### src/rtl/mole_round_sequencer_pkg.sv
// Shared types, defaults and LFSR helper for the whack-a-mole round sequencer.
package mole_round_sequencer_pkg;

  localparam int DEF_CNT_W    = 28;
  localparam int DEF_PTS_W    = 6;
  localparam int DEF_N_LIGHTS = 9;
  localparam int IDX_W        = 4;

  localparam logic [7:0]       DEF_SEED  = 8'hA5;
  localparam logic [7:0]       LFSR_TAPS = 8'hB8;  // x^8+x^6+x^5+x^4+1
  localparam logic [IDX_W-1:0] IDX_NONE  = 4'hF;

  typedef enum logic [2:0] {
    ST_IDLE   = 3'd0,
    ST_GAP    = 3'd1,
    ST_PICK   = 3'd2,
    ST_LIT    = 3'd3,
    ST_RESULT = 3'd4,
    ST_DONE   = 3'd5
  } state_e;

  function automatic logic [7:0] lfsr_next(input logic [7:0] value);
    return {value[6:0], ^(value & LFSR_TAPS)};
  endfunction

endpackage

### src/rtl/mole_round_sequencer_picker.sv
// 8-bit LFSR light picker: offers lfsr[3:0] as a candidate and flags whether it
// is a legal light that differs from the previously lit one.
module mole_round_sequencer_picker
  import mole_round_sequencer_pkg::*;
#(
  parameter logic [7:0] SEED     = DEF_SEED,
  parameter int         N_LIGHTS = DEF_N_LIGHTS
) (
  input  logic             clk,
  input  logic             reset,
  input  logic             load,
  input  logic [7:0]       load_value,
  input  logic             advance,
  input  logic [IDX_W-1:0] prev_idx,
  output logic [IDX_W-1:0] candidate,
  output logic             accept
);

  localparam logic [IDX_W-1:0] MAX_IDX = IDX_W'(N_LIGHTS - 1);

  logic [7:0] lfsr_r;

  // LFSR state: a seed load wins over advancing; a zero seed falls back to SEED.
  always_ff @(posedge clk) begin
    if (reset) begin
      lfsr_r <= SEED;
    end else if (load) begin
      lfsr_r <= (load_value == 8'h00) ? SEED : load_value;
    end else if (advance) begin
      lfsr_r <= lfsr_next(lfsr_r);
    end else begin
      lfsr_r <= lfsr_r;
    end
  end

  assign candidate = lfsr_r[IDX_W-1:0];
  assign accept    = (candidate <= MAX_IDX) && (candidate != prev_idx);

endmodule

### src/rtl/mole_round_sequencer.sv
// Whack-a-mole round sequencer: gap, pick a light, hold it for the on-window,
// score a matching hit or record a miss, repeat until the round budget is spent.
module mole_round_sequencer
  import mole_round_sequencer_pkg::*;
#(
  parameter int         CNT_W    = DEF_CNT_W,
  parameter int         PTS_W    = DEF_PTS_W,
  parameter int         N_LIGHTS = DEF_N_LIGHTS,
  parameter logic [7:0] SEED     = DEF_SEED
) (
  input  logic                clk,
  input  logic                reset,
  input  logic                seed_load,
  input  logic [7:0]          seed_in,
  input  logic                start,
  input  logic [CNT_W-1:0]    light_on,
  input  logic [CNT_W-1:0]    light_between,
  input  logic [PTS_W-1:0]    total_rounds,
  input  logic                deathmatch,
  input  logic                hit_valid,
  input  logic [IDX_W-1:0]    hit_index,
  output logic [N_LIGHTS-1:0] lights,
  output logic [PTS_W-1:0]    score,
  output logic [PTS_W-1:0]    misses,
  output logic [PTS_W-1:0]    rounds_left,
  output logic                busy,
  output logic                game_over
);

  localparam logic [CNT_W-1:0]    CNT_ZERO  = {CNT_W{1'b0}};
  localparam logic [CNT_W-1:0]    CNT_ONE   = {{(CNT_W-1){1'b0}}, 1'b1};
  localparam logic [PTS_W-1:0]    PTS_ZERO  = {PTS_W{1'b0}};
  localparam logic [PTS_W-1:0]    PTS_ONE   = {{(PTS_W-1){1'b0}}, 1'b1};
  localparam logic [PTS_W-1:0]    PTS_MAX   = {PTS_W{1'b1}};
  localparam logic [N_LIGHTS-1:0] LIGHT_ONE = {{(N_LIGHTS-1){1'b0}}, 1'b1};

  state_e             state_r, state_nxt;
  logic [CNT_W-1:0]   cnt_r, cnt_nxt;
  logic [CNT_W-1:0]   on_cfg_r, on_cfg_nxt;
  logic [CNT_W-1:0]   between_cfg_r, between_cfg_nxt;
  logic               dm_cfg_r, dm_cfg_nxt;
  logic [PTS_W-1:0]   score_r, score_nxt;
  logic [PTS_W-1:0]   misses_r, misses_nxt;
  logic [PTS_W-1:0]   rounds_left_r, rounds_left_nxt;
  logic [IDX_W-1:0]   prev_idx_r, prev_idx_nxt;
  logic               last_miss_r, last_miss_nxt;
  logic [N_LIGHTS-1:0] lights_r, lights_nxt;
  logic               busy_r, busy_nxt;
  logic               game_over_r, game_over_nxt;
  logic               advance_s;
  logic [IDX_W-1:0]   candidate_s;
  logic               accept_s;

  assign advance_s = (state_r == ST_PICK);

  mole_round_sequencer_picker #(
    .SEED     (SEED),
    .N_LIGHTS (N_LIGHTS)
  ) u_picker (
    .clk        (clk),
    .reset      (reset),
    .load       (seed_load),
    .load_value (seed_in),
    .advance    (advance_s),
    .prev_idx   (prev_idx_r),
    .candidate  (candidate_s),
    .accept     (accept_s)
  );

  // Next-state and datapath update; a start pulse overrides whatever state is active.
  always_comb begin
    state_nxt       = state_r;
    cnt_nxt         = cnt_r;
    on_cfg_nxt      = on_cfg_r;
    between_cfg_nxt = between_cfg_r;
    dm_cfg_nxt      = dm_cfg_r;
    score_nxt       = score_r;
    misses_nxt      = misses_r;
    rounds_left_nxt = rounds_left_r;
    prev_idx_nxt    = prev_idx_r;
    last_miss_nxt   = last_miss_r;
    if (start) begin
      on_cfg_nxt      = light_on;
      between_cfg_nxt = light_between;
      dm_cfg_nxt      = deathmatch;
      score_nxt       = PTS_ZERO;
      misses_nxt      = PTS_ZERO;
      rounds_left_nxt = total_rounds;
      cnt_nxt         = light_between;
      last_miss_nxt   = 1'b0;
      if (total_rounds == PTS_ZERO) begin
        state_nxt = ST_DONE;
      end else begin
        state_nxt = ST_GAP;
      end
    end else begin
      case (state_r)
        ST_IDLE: state_nxt = ST_IDLE;
        ST_GAP: begin
          if (cnt_r == CNT_ZERO) begin
            state_nxt = ST_PICK;
          end else begin
            cnt_nxt = cnt_r - CNT_ONE;
          end
        end
        ST_PICK: begin
          if (accept_s) begin
            prev_idx_nxt = candidate_s;
            cnt_nxt      = on_cfg_r;
            state_nxt    = ST_LIT;
          end else begin
            state_nxt = ST_PICK;
          end
        end
        ST_LIT: begin
          // A matching hit on the final window cycle still counts as a hit.
          if (hit_valid && (hit_index == prev_idx_r)) begin
            score_nxt     = (score_r != PTS_MAX) ? score_r + PTS_ONE : score_r;
            last_miss_nxt = 1'b0;
            state_nxt     = ST_RESULT;
          end else if (cnt_r == CNT_ZERO) begin
            misses_nxt    = (misses_r != PTS_MAX) ? misses_r + PTS_ONE : misses_r;
            last_miss_nxt = 1'b1;
            state_nxt     = ST_RESULT;
          end else begin
            cnt_nxt = cnt_r - CNT_ONE;
          end
        end
        ST_RESULT: begin
          rounds_left_nxt = (rounds_left_r != PTS_ZERO) ? rounds_left_r - PTS_ONE : PTS_ZERO;
          if ((rounds_left_r == PTS_ONE) || (dm_cfg_r && last_miss_r)) begin
            state_nxt = ST_DONE;
          end else begin
            cnt_nxt   = between_cfg_r;
            state_nxt = ST_GAP;
          end
        end
        ST_DONE: state_nxt = ST_DONE;
        default: state_nxt = ST_IDLE;
      endcase
    end
  end

  // Output values for the coming cycle, derived from the next state so outputs stay registered.
  always_comb begin
    lights_nxt    = {N_LIGHTS{1'b0}};
    busy_nxt      = 1'b0;
    game_over_nxt = 1'b0;
    if (state_nxt == ST_LIT) begin
      lights_nxt = LIGHT_ONE << prev_idx_nxt;
    end else begin
      lights_nxt = {N_LIGHTS{1'b0}};
    end
    busy_nxt      = (state_nxt == ST_GAP) || (state_nxt == ST_PICK) ||
                    (state_nxt == ST_LIT) || (state_nxt == ST_RESULT);
    game_over_nxt = (state_nxt == ST_DONE);
  end

  // State, datapath and output registers with synchronous reset.
  always_ff @(posedge clk) begin
    if (reset) begin
      state_r       <= ST_IDLE;
      cnt_r         <= CNT_ZERO;
      on_cfg_r      <= CNT_ZERO;
      between_cfg_r <= CNT_ZERO;
      dm_cfg_r      <= 1'b0;
      score_r       <= PTS_ZERO;
      misses_r      <= PTS_ZERO;
      rounds_left_r <= PTS_ZERO;
      prev_idx_r    <= IDX_NONE;
      last_miss_r   <= 1'b0;
      lights_r      <= {N_LIGHTS{1'b0}};
      busy_r        <= 1'b0;
      game_over_r   <= 1'b0;
    end else begin
      state_r       <= state_nxt;
      cnt_r         <= cnt_nxt;
      on_cfg_r      <= on_cfg_nxt;
      between_cfg_r <= between_cfg_nxt;
      dm_cfg_r      <= dm_cfg_nxt;
      score_r       <= score_nxt;
      misses_r      <= misses_nxt;
      rounds_left_r <= rounds_left_nxt;
      prev_idx_r    <= prev_idx_nxt;
      last_miss_r   <= last_miss_nxt;
      lights_r      <= lights_nxt;
      busy_r        <= busy_nxt;
      game_over_r   <= game_over_nxt;
    end
  end

  assign lights      = lights_r;
  assign score       = score_r;
  assign misses      = misses_r;
  assign rounds_left = rounds_left_r;
  assign busy        = busy_r;
  assign game_over   = game_over_r;

endmodule

### config.mk
export PLATFORM = sky130hd
export DESIGN_NAME = mole_round_sequencer
export DESIGN_NICKNAME = d
export VERILOG_FILES = /design/src/rtl/mole_round_sequencer_pkg.sv /design/src/rtl/mole_round_sequencer_picker.sv /design/src/rtl/mole_round_sequencer.sv
export SDC_FILE = /design/constraint.sdc
export NUM_CORES = 1
export LEC_CHECK = 0
export CAP_MARGIN = 10
export CORE_AREA = 2 2 124 126
export DETAILED_ROUTE_END_ITERATION = 10
export DIE_AREA = 0 0 126 128
export PLACE_DENSITY_LB_ADDON = 0.25
export SYNTH_ARGS = -nofsm -noshare
export SYNTH_HDL_FRONTEND = slang
export SYNTH_SLANG_ARGS = --single-unit
### constraint.sdc
create_clock -name clk -period 5.3 [get_ports clk]
set_clock_uncertainty 0.15 [all_clocks]
set_input_delay 1.06 -clock clk [delete_from_list [all_inputs] [get_ports clk]]
set_output_delay 1.06 -clock clk [all_outputs]
set_load 0.1 [all_outputs]
==> impl_results.md <==
- Fillcell total: 1442
- Syn nets: 863
- CTS Hold Bufs: 0
- CP required: 5410 ps
- Clock latency on the worst-skew pair: 420 ps
- Max Root-Sink Buffers: 2
- Mapped Area: 6500 um^2
- ANT cells: 0
- Final Max Tran Viols: 0
- Seq/Total Area, Yosys: 40.1%
- First-pass iteration count of the detailed router: 7
- Most used DFF post-synth: dfxtp_1
- Die area: 16100 um^2
- Core footprint: 14900 um^2
- Final Critical Period: 3340 ps
- Period utilization: 63.1%
- IO Port Bufs: 108
- Slew HR: 20.5%
- CP Capture Type: flip-flop
- Mapped Avg Cell Area: 8.37 um^2
- Root Driver: clkbuf_16
- EDFF count, synth: 0
- Fraction of layout cells with a size suffix above 1: 7.13%
- Vias in the first global route: 5497
- Final instance area: 8240 um^2
- Placed Cells: 1025
- Worst-path clk slew: 60 ps
- Congestion Overflow GR: 0
- Final setup fails: 0
- CTS tree: built
- Worst reg-to-reg setup slack: 1960 ps
- Crit Path Max Fanout: 50
- GRT Overall Usage: 20.5%
- # Post-CTS Setup Buffers: 0
- Worst-Margin Slew: 1190 ps
- Ys async rst share: 0%
- FF+latch count, synth: 130
- # IOs: 109
- Cells after synthesis: 776
- Startpoint types: flip-flop
- Area of the multi-input gates: 3640 um^2
- Final Hold Fails: 0
- Via count: 5849
- Sequential cell area: 2600 um^2
- Fin util: 55.4%
- Type of the worst setup path: flip-flop to flip-flop
- Fin nets: 943
- Synth unique cells: 69
- Num rows: 45
- DPL Wire Length: 10.8 mm
- Die height: 128 um
- Vias/cell: 5.53
- Final hold slack: 317 ps
- Initial Util: 43.7%
- Crit path DAT: 3450 ps
- Post-route DRC: 0
- Htree depth: 4
- Wirelength, routed: 16.3 mm
- Power per cell area: 323 nW/um^2
- GP Congestion: 0.820
- Leak: 3.14 nW
- Area post-placement: 7640 um^2
- Clock Sink Count: 130
- Die X: 126 um
- Routed len/inst: 15.4 um
- DR iter-0 viols: 473
- Initial antenna violation count: 0
- Largest net degree at the start of global routing: 112
- CTS buffer count: 17
- Yosys warning total: 0
- DRT antenna net count: 0
- Max Clk Rate: 0.299 GHz
- Setup TNS: 0 ps
- Status: completed
- Min-Delay Path Class: flip-flop to flip-flop
- RSZ-0062 raised after global routing: false
- Synthesis-to-layout area growth: 26.8%
- Max IR drop VDD: 0.000221 V
- Layout Cells excl Fill: 1057
- Max-Cap Viols: 0
- First-pass GRT wire length: 27.2 mm
- Post-cts resize count: 0
final cells by class:
type | count | area share, %
inverters | 15 | 0.683
multi-input cells | 579 | 44.2
clock buffers | 18 | 5.33
well taps | 188 | 2.86
clock inverters | 14 | 1.87
repair buffers | 113 | 13.5
flip-flops and latches | 130 | 31.6
metal layers:
layer / track usage, % / share of wire [%]
met2: 33.6 / 48
met3: 4.63 / 5.4
met5: 0 / 0
met4: 6.21 / 1.1
met1: 27.1 / 46
power breakdown:
group | leakage, nW | internal (mW) | switching, mW
Sequential | 1.07 | 1.03 | 0.0537
Combinational | 1.78 | 0.187 | 0.219
Clock | 0.284 | 0.710 | 0.458
Total | 3.14 | 1.93 | 0.731
synth_stat cells (2+ instances only):
cell / n / area share, %
o41ai_1: 3 / 0.40
nor3_1: 25 / 1.9
mux2i_1: 41 / 6.3
a221oi_1: 8 / 1.1
o22ai_1: 12 / 1.2
nand3_1: 10 / 0.77
nor2_1: 119 / 6.9
nor3_2: 2 / 0.31
nand2_1: 66 / 3.8
xor2_1: 20 / 2.7
a21oi_1: 65 / 5.0
a21o_1: 3 / 0.35
nand2b_1: 20 / 1.9
and3_1: 6 / 0.58
xnor2_1: 20 / 2.7
o221ai_1: 2 / 0.27
o21a_1: 3 / 0.35
clkbuf_1: 43 / 2.5
a22oi_1: 10 / 1.2
ha_1: 7 / 1.3
or2_2: 5 / 0.48
a211oi_1: 3 / 0.35
a222oi_1: 12 / 1.8
a22o_1: 2 / 0.27
nand4_1: 6 / 0.58
o211ai_1: 5 / 0.58
buf_2: 7 / 0.54
dfxtp_1: 130 / 40
nor3b_1: 6 / 0.69
inv_1: 13 / 0.75
a211o_1: 16 / 2.2
nor4_1: 8 / 0.77
a2bb2oi_1: 2 / 0.27
nor4_2: 5 / 0.96
or3_1: 6 / 0.58
nand3b_1: 4 / 0.46
o31ai_1: 3 / 0.35
o21bai_1: 2 / 0.23
o21ai_0: 19 / 1.5
or4_1: 8 / 0.92
cells in the final DEF (no fill, tap or decap), types with 4 or more instances in the layout:
cell and n:
nand3_1 10, buf_4 7, nor4_2 5, mux2i_1 41, or3_1 6, clkdlybuf4s50_1 106, a221oi_1 8, nand4_1 6
o22ai_1 12, inv_6 4, o211ai_1 5, nor3b_1 6, nand3b_1 4, a22oi_1 10, o21ai_0 19, a211o_1 16
nand2_1 66, xnor2_1 20, or2_2 5, nor2_1 119, nor4_1 8, inv_1 13, nor3_1 25, ha_1 7
nand2b_1 20, clkbuf_16 17, a21oi_1 65, and3_1 6, xor2_1 20, dfxtp_1 130, or4_1 8, a222oi_1 12
critical path, cell delays in order (launching register included):
cell and delay [ps]:
dfxtp_1 570, or2_1 480, or2_0 450, o22a_1 310
a211oi_4 230, buf_4 460, o21ai_1 130, a221oi_1 300
nor3_1 70
state kept, by name (all words and copies together) (netlist names):
name and count:
prev_idx_r 4, between_cfg_r 28, misses 6, cnt_r 28, state_r 3, u_picker.lfsr_r 8, lights 9, busy 1
score 6, on_cfg_r 28, game_over 1, rounds_left 6, last_miss_r 1, dm_cfg_r 1
cell families after synthesis:
kind of cell             share of synthesized area, %
adder cells (fa/ha/maj)                          1.35
AND/OR/NAND/NOR                                  23.5
XOR/XNOR                                         5.39
AO/OA/AOI/OAI                                    19.0
flip-flops                                       40.1
multiplexers                                     6.66
buffers and inverters                            4.06
metrics by stage:
stage | total power [mW] | setup WS (ps)
after floorplan | 1.37 | 2290
after global placement | 1.51 | 1740
after detailed placement | 1.51 | 1700
after CTS | 2.67 | 2000
after global routing | 2.77 | 1750
final | 2.66 | 1960
path summary, 6_finish.rpt:
check / end / from / cells after the start
min reg2reg: between_cfg_r[19] / between_cfg_r[19] / 2
min: between_cfg_r[19] / between_cfg_r[19] / 2
max reg2reg: cnt_r[10] / state_r[0] / 8
max: cnt_r[10] / state_r[0] / 8
No activity file was read; power rests on OpenSTA's default activity.
